$ cat config.mk
export PLATFORM = sky130hd
export DESIGN_NAME = pci_rr_arbiter
export DESIGN_NICKNAME = d
export VERILOG_FILES = /design/src/rtl/pci_arb_pkg.sv /design/src/rtl/pci_rr_arbiter_rr_pick.sv /design/src/rtl/pci_rr_arbiter.sv
export SDC_FILE = /design/constraint.sdc
export NUM_CORES = 1
export LEC_CHECK = 0
export CAP_MARGIN = 20
export CORE_UTILIZATION = 30
export DETAILED_ROUTE_END_ITERATION = 8
export PLACE_DENSITY = 0.53
export SLEW_MARGIN = 10
export SYNTH_ARGS = -nofsm -noshare
export SYNTH_HDL_FRONTEND = slang
export SYNTH_SLANG_ARGS = --single-unit
export TNS_END_PERCENT = 50
$ cat constraint.sdc
create_clock -name clk -period 10.34 [get_ports clk]
set_clock_uncertainty 0.2 [all_clocks]
set_input_delay 1.551 -clock clk [delete_from_list [all_inputs] [get_ports clk]]
set_output_delay 1.551 -clock clk [all_outputs]
set_load 0.01 [all_outputs]
$ cat src/rtl/pci_arb_pkg.sv
// Shared definitions for the PCI round-robin arbiter.
// Holds the arbiter state encoding, the default sizing parameters, and the
// bus-idle helper that both the arbiter and its tests agree on.
package pci_arb_pkg;

  localparam int N_MASTERS_DFLT    = 8;
  localparam int IDLE_TIMEOUT_DFLT = 16;

  typedef enum logic [2:0] {
    ST_IDLE   = 3'd0,
    ST_GRANT  = 3'd1,
    ST_PARK   = 3'd2,
    ST_BUSY   = 3'd3,
    ST_SWITCH = 3'd4
  } arb_state_e;

  // The PCI bus is idle only when neither FRAME# nor IRDY# is asserted.
  function automatic logic bus_idle(input logic frame_n, input logic irdy_n);
    return frame_n & irdy_n;
  endfunction

endpackage

$ cat src/rtl/pci_rr_arbiter_rr_pick.sv
// rr_pick: combinational round-robin priority encoder.
// Ports:
//   i_req  - request vector, active high, one bit per master
//   i_last - index of the master that won last; search starts at i_last+1
//   o_sel  - first requesting index found in wrap-around order
//   o_any  - high when any request bit is set
module rr_pick
  import pci_arb_pkg::*;
#(
  parameter int N_MASTERS = N_MASTERS_DFLT
) (
  input  logic [N_MASTERS-1:0]         i_req,
  input  logic [$clog2(N_MASTERS)-1:0] i_last,
  output logic [$clog2(N_MASTERS)-1:0] o_sel,
  output logic                         o_any
);

  localparam int IDX_W = $clog2(N_MASTERS);

  logic [IDX_W-1:0] w_idx;

  // Walk last+1 .. last+N (mod N) and keep the first requester seen.
  always_comb begin
    o_sel = '0;
    o_any = 1'b0;
    w_idx = '0;
    for (int i = 1; i <= N_MASTERS; i++) begin
      w_idx = IDX_W'((int'(i_last) + i) % N_MASTERS);
      if (!o_any && i_req[w_idx]) begin
        o_any = 1'b1;
        o_sel = w_idx;
      end else begin
        o_any = o_any;
      end
    end
  end

endmodule

$ cat src/rtl/pci_rr_arbiter.sv
// pci_rr_arbiter: round-robin central arbiter for a shared PCI bus.
// Ports:
//   clk, rst_n   - bus clock (rising edge), asynchronous active-low reset
//   req_n        - per-master request, active low
//   frame_n      - global FRAME#, active low
//   irdy_n       - global IRDY#, active low
//   gnt_n        - per-master grant, active low, at most one bit low
//   owner        - index of the current (or most recent) bus owner
//   owner_valid  - high while a transaction by owner is in progress
// Every change of grant between two masters goes through SWITCH, which
// holds all grants high for one clock so two initiators never overlap.
module pci_rr_arbiter
  import pci_arb_pkg::*;
#(
  parameter int N_MASTERS    = N_MASTERS_DFLT,
  parameter int IDLE_TIMEOUT = IDLE_TIMEOUT_DFLT,
  parameter bit PARK_EN      = 1'b1,
  parameter int PARK_DEFAULT = 0
) (
  input  logic                         clk,
  input  logic                         rst_n,
  input  logic [N_MASTERS-1:0]         req_n,
  input  logic                         frame_n,
  input  logic                         irdy_n,
  output logic [N_MASTERS-1:0]         gnt_n,
  output logic [$clog2(N_MASTERS)-1:0] owner,
  output logic                         owner_valid
);

  localparam int                IDX_W    = $clog2(N_MASTERS);
  localparam int                CNT_W    = $clog2(IDLE_TIMEOUT + 1);
  localparam logic [CNT_W-1:0]  CNT_MAX  = CNT_W'(IDLE_TIMEOUT);
  localparam logic [IDX_W-1:0]  PARK_IDX = IDX_W'(PARK_DEFAULT);
  localparam logic [IDX_W-1:0]  LAST_RST = IDX_W'(N_MASTERS - 1);

  function automatic logic [N_MASTERS-1:0] onehot(input logic [IDX_W-1:0] idx);
    return {{(N_MASTERS-1){1'b0}}, 1'b1} << idx;
  endfunction

  arb_state_e             r_state, w_state_nxt;
  logic [IDX_W-1:0]       r_last, w_last_nxt;
  logic [IDX_W-1:0]       r_sel, w_sel_nxt;
  logic [IDX_W-1:0]       r_owner, w_owner_nxt;
  logic [CNT_W-1:0]       r_cnt, w_cnt_nxt;
  logic [N_MASTERS-1:0]   r_gnt_n, w_gnt_nxt;
  logic                   r_owner_valid, w_ov_nxt;
  logic                   r_owned, w_owned_nxt;

  logic [N_MASTERS-1:0]   w_req;
  logic                   w_bus_idle;
  logic [IDX_W-1:0]       w_pick;
  logic                   w_any;
  logic                   w_other;
  logic [CNT_W-1:0]       w_cnt_inc;
  logic [IDX_W-1:0]       w_park_idx;

  assign w_req      = ~req_n;
  assign w_bus_idle = bus_idle(frame_n, irdy_n);
  // Requests from anyone other than the master currently granted/owning.
  assign w_other    = |(w_req & ~onehot(r_sel));
  assign w_cnt_inc  = (r_cnt == CNT_MAX) ? r_cnt : r_cnt + CNT_W'(1);
  // Park on the last real owner; before anyone has owned the bus use the default.
  assign w_park_idx = r_owned ? r_owner : PARK_IDX;

  rr_pick #(.N_MASTERS(N_MASTERS)) u_pick (
    .i_req  (w_req),
    .i_last (r_last),
    .o_sel  (w_pick),
    .o_any  (w_any)
  );

  // Next-state and next-output decode; grants default to all released.
  always_comb begin
    w_state_nxt = r_state;
    w_last_nxt  = r_last;
    w_sel_nxt   = r_sel;
    w_owner_nxt = r_owner;
    w_cnt_nxt   = r_cnt;
    w_gnt_nxt   = '1;
    w_ov_nxt    = r_owner_valid;
    w_owned_nxt = r_owned;
    case (r_state)
      ST_IDLE, ST_SWITCH: begin
        if (!frame_n) begin
          // FRAME# with no grant outstanding: hold here, keep everyone off.
          w_state_nxt = r_state;
        end else if (w_any) begin
          w_state_nxt = ST_GRANT;
          w_sel_nxt   = w_pick;
          w_cnt_nxt   = '0;
          w_gnt_nxt   = ~onehot(w_pick);
        end else if (PARK_EN) begin
          w_state_nxt = ST_PARK;
          w_sel_nxt   = w_park_idx;
          w_gnt_nxt   = ~onehot(w_park_idx);
        end else begin
          w_state_nxt = ST_IDLE;
        end
      end
      ST_GRANT: begin
        if (!frame_n) begin
          w_state_nxt = ST_BUSY;
          w_owner_nxt = r_sel;
          w_last_nxt  = r_sel;
          w_ov_nxt    = 1'b1;
          w_owned_nxt = 1'b1;
          w_gnt_nxt   = w_other ? '1 : ~onehot(r_sel);
        end else if (!w_req[r_sel]) begin
          w_state_nxt = ST_SWITCH;
        end else if (w_bus_idle && (w_cnt_inc == CNT_MAX)) begin
          // Revoke the unused grant and move the pointer past this master.
          w_state_nxt = ST_SWITCH;
          w_last_nxt  = r_sel;
        end else begin
          w_gnt_nxt = ~onehot(r_sel);
          w_cnt_nxt = w_bus_idle ? w_cnt_inc : r_cnt;
        end
      end
      ST_PARK: begin
        if (!frame_n) begin
          w_state_nxt = ST_BUSY;
          w_owner_nxt = r_sel;
          w_last_nxt  = r_sel;
          w_ov_nxt    = 1'b1;
          w_owned_nxt = 1'b1;
          w_gnt_nxt   = w_other ? '1 : ~onehot(r_sel);
        end else if (w_other) begin
          w_state_nxt = ST_SWITCH;
        end else begin
          w_gnt_nxt = ~onehot(r_sel);
        end
      end
      ST_BUSY: begin
        if (w_bus_idle) begin
          w_ov_nxt = 1'b0;
          if (w_other) begin
            w_state_nxt = ST_SWITCH;
          end else if (PARK_EN) begin
            w_state_nxt = ST_PARK;
            w_sel_nxt   = r_owner;
            w_gnt_nxt   = ~onehot(r_owner);
          end else begin
            w_state_nxt = ST_IDLE;
          end
        end else begin
          // Pull the grant early when someone else waits; owner still finishes.
          w_gnt_nxt = w_other ? '1 : ~onehot(r_owner);
        end
      end
      default: begin
        w_state_nxt = ST_IDLE;
      end
    endcase
  end

  // State and registered outputs; reset drops all grants immediately.
  always_ff @(posedge clk or negedge rst_n) begin
    if (!rst_n) begin
      r_state       <= ST_IDLE;
      r_last        <= LAST_RST;
      r_sel         <= '0;
      r_owner       <= '0;
      r_cnt         <= '0;
      r_gnt_n       <= '1;
      r_owner_valid <= 1'b0;
      r_owned       <= 1'b0;
    end else begin
      r_state       <= w_state_nxt;
      r_last        <= w_last_nxt;
      r_sel         <= w_sel_nxt;
      r_owner       <= w_owner_nxt;
      r_cnt         <= w_cnt_nxt;
      r_gnt_n       <= w_gnt_nxt;
      r_owner_valid <= w_ov_nxt;
      r_owned       <= w_owned_nxt;
    end
  end

  assign gnt_n       = r_gnt_n;
  assign owner       = r_owner;
  assign owner_valid = r_owner_valid;

endmodule
==> results.toml <==
[grt]
grt_max_degree = 28
grt_pass1_vias = 2476
antenna_found_initial = 0
gr-total-overflow = 0
track_usage = 0.154
grt_pass1_wl_um = 12400

[yosys]
synth.largest_area_cell = "dfrtp_1"
synth_seq_cells = 27
synth_top_area_frac = 0.143
ys_warn_count = 0
synth.distinct_cells = 61
synthFlopType = "dfrtp_1"
synth.avg_cell_area_um2 = 8.60
synthArstFlopShare = 1.00
synth_cells = 326
synth_area_leaders = "dfrtp_1 (14%), dfstp_2 (10%), mux4_2 (8.0%), o21ai_0 (5.2%), nand2_1 (4.4%)"
synth_nets = 342
ys_seq_area_frac = 0.246
synth_edf_count = 0
mappedNetlistArea_mm2 = 0.00281

[route]
drt_wl_total_um = 7280
detail-route-antenna-nets = 0
drc = 0
dr.pass1.iters = 5
dr_total_vias = 2598
drt_iter0_drc = 167
vias_per_cell = 5.90
routedWlPerCell_um = 16.6

[place]
dpl-instance-area_mm2 = 0.00306
numPortBuffers = 23
gp_congestion = 0.859
dpl.cell_count = 436
pre_cts_ws_ns = 5.72
place_hpwl_um = 5330

[timing]
rsz0062_at_grt = "no"
totalNegativeSetupSlack_ns = 0
max_slew_margin = 0.562
worst_pin_slew_ns = 0.656
whs_ns = 0.356
timing.final.ws_setup_ns = 5.97
finalHoldViolations = 0
fmax_mhz = 229
final_max_slew_viol_count = 0
post-route-period-util = 0.422
post-route-min-period_ns = 4.37
setup_viol = 0

[clocking]
cts_max_level = 1
clkTransAtPathRegs_ns = 0.10
cts_resized = 0
cts_max_path_buffers = 2
hold_buffers = 0
post_cts_buffers = 0
cts_buffers = 3
clkLatencyLatePin_ns = 0.28
cts_tree = "built"
root_buffer = "clkbuf_8"
clock-sinks = 27

[worst_hold_path]
min-delay-start = "r_cnt[4]$_DFFE_PN0P_"
hold_class = "flip-flop to flip-flop"

[worst_setup_path]
arrival_ns = 4.35
crit_slowest_cell = "clkdlybuf4s50_1"
cp_max_fo = 11
slowest_delay_ns = 0.69
cp-end-kind = "flip-flop"
cp_cell_sequence = "clkdlybuf4s50_1 > mux4_2 > mux2i_2 > or4_4 > nor4_4 > nand2_1 > nand3_2 > o21ai_0 > o31ai_1"
cp-startpoint = "req_n[4]"
start_kind = "input pin"
r2r-start = "r_last[1]$_DFFE_PN1P_"
cp.required_ns = 10.33
crit_type = "input pin to flip-flop"

[cells_and_area]
diodes = 0
final_design_area_no_fill_mm2 = 0.00311
syn_to_final_growth_pct = 10.8
final-instance-count-excl-fill = 440
fin_util = 0.350
fillerInstances = 904
final_nets = 349
drive_gt1_frac = 0.148

[status]
outcome = "complete, no violations"

[pwr]
power_leakage_nw = 1.12
total_power_mw = 1.09
max-vdd-ir-drop_v = 0.000115
powerDensity_mw_per_mm2 = 351

[floorplanning]
core_mm2 = 0.00889
rows = 34
dieArea_mm2 = 0.00974
die_x_um = 98.7
chipHeight_um = 98.7
start_util = 0.316
io_pins = 24

[run]
drv_cap = 0
-- synth_stat cells, types with 2 or more instances --
library cell  count
a221oi_1          2
nand2_1          33
a21o_1            3
nor3b_1           4
xnor2_1           2
o31ai_1           8
o21a_1            6
nand4b_1          4
nor2_1           24
mux4_1            3
mux4_2           10
and3_1            7
buf_4             4
mux2i_1          10
o211ai_1          6
xor2_1            3
nand3b_1          3
or2_2             3
o21ai_0          29
o21ai_1           5
nor3_1            9
nand3_1           9
nor2b_1           6
o32ai_1           4
a211oi_1          3
clkbuf_1          9
o221ai_1          3
nand2b_1          2
mux2_2            8
dfrtp_1          16
a21oi_1          15
a32oi_1           3
inv_1            13
a31oi_1           9
ha_1              4
nand4_1           2
dfstp_2          11
and2b_1           2
buf_2             7
-- cell type report --
cell class	count	area (µm²)	share of cell area
Clock buffer	4	45.0	0.0145
Timing Repair Buffer	24	238	0.0765
Sequential cell	27	689	0.222
Tap cell	108	135	0.0435
Inverter	13	48.8	0.0157
Multi-Input combinational cell	264	1950	0.628
-- worst paths after layout --
| check | to | slack, ns | cells past startpoint |
|---|---|---|---|
| worst max-delay path | r_cnt[2]$_DFFE_PN0P_ | 5.97 | 9 |
| worst min-delay path | r_cnt[4]$_DFFE_PN0P_ | 0.36 | 1 |
| worst max register to register | r_cnt[2]$_DFFE_PN0P_ | 6.25 | 10 |
| worst min register to register | r_cnt[4]$_DFFE_PN0P_ | 0.36 | 1 |
| max in group asynchronous | gnt_n[0]$_DFF_PN1_ | 8.19 | 2 |
| min in group asynchronous | r_cnt[2]$_DFFE_PN0P_ | 1.44 | 2 |
-- cell usage in the layout (no fill, tap or decap), types with 2 or more instances in the layout --
| cell type | netlist | final |
|---|---|---|
| a211oi_1 | 3 | 3 |
| a21o_1 | 3 | 3 |
| a21oi_1 | 15 | 15 |
| a221oi_1 | 2 | 2 |
| a31oi_1 | 9 | 9 |
| a32oi_1 | 3 | 3 |
| and2b_1 | 2 | 2 |
| and3_1 | 7 | 7 |
| clkbuf_8 | 0 | 3 |
| clkdlybuf4s50_1 | 0 | 23 |
| dfrtp_1 | 16 | 16 |
| dfstp_2 | 11 | 11 |
| ha_1 | 4 | 4 |
| inv_1 | 13 | 13 |
| mux2_2 | 8 | 8 |
| mux2i_1 | 10 | 10 |
| mux4_1 | 3 | 3 |
| mux4_2 | 10 | 10 |
| nand2_1 | 33 | 33 |
| nand2b_1 | 2 | 2 |
| nand3_1 | 9 | 9 |
| nand3b_1 | 3 | 3 |
| nand4_1 | 2 | 2 |
| nand4b_1 | 4 | 4 |
| nor2_1 | 24 | 24 |
| nor2b_1 | 6 | 6 |
| nor3_1 | 9 | 9 |
| nor3b_1 | 4 | 4 |
| o211ai_1 | 6 | 6 |
| o21a_1 | 6 | 6 |
| o21ai_0 | 29 | 29 |
| o21ai_1 | 5 | 5 |
| o221ai_1 | 3 | 3 |
| o31ai_1 | 8 | 8 |
| o32ai_1 | 4 | 4 |
| or2_2 | 3 | 3 |
| xnor2_1 | 2 | 2 |
| xor2_1 | 3 | 3 |
-- per-layer routing --
metal / GRT usage / vias up / routed length, µm
li1: - / 1251 / -
met1: 0.219 / 1240 / 3480
met2: 0.252 / 97 / 3390
met3: 0.0213 / 10 / 321
met4: 0.0264 / 0 / 89
met5: 0 / - / 0
-- power breakdown --
| part | total (mW) | internal [mW] | switching, mW |
|---|---|---|---|
| registers | 0.262 | 0.156 | 0.106 |
| clock network | 0.0635 | 0.0277 | 0.0358 |
| logic | 0.767 | 0.341 | 0.426 |
-- state kept, by name, indices dropped and copies added (netlist names) --
| register | count |
|---|---|
| r_sel | 3 |
| r_cnt | 5 |
| gnt_n | 8 |
| owner_valid | 1 |
| owner | 3 |
| r_last | 3 |
| r_owned | 1 |
| r_state | 3 |
-- cells by family (layout without fill, tap and decap cells) --
family	after synthesis	count (layout)	synth area share
simple gates	118	118	0.227
compound gates	103	103	0.240
buf+inv	35	41	0.0580
mux	32	32	0.181
flops	27	27	0.246
xor+xnor	7	7	0.0312
fa+ha+maj	4	4	0.0178
-- worst max-delay path: cells and delay by family --
kind / cells / cell delay [ns]
mux: 2 / 0.53
simple gates: 4 / 1.39
buf+inv: 1 / 0.69
compound gates: 2 / 0.19
No activity file was read; power rests on OpenSTA's default activity.
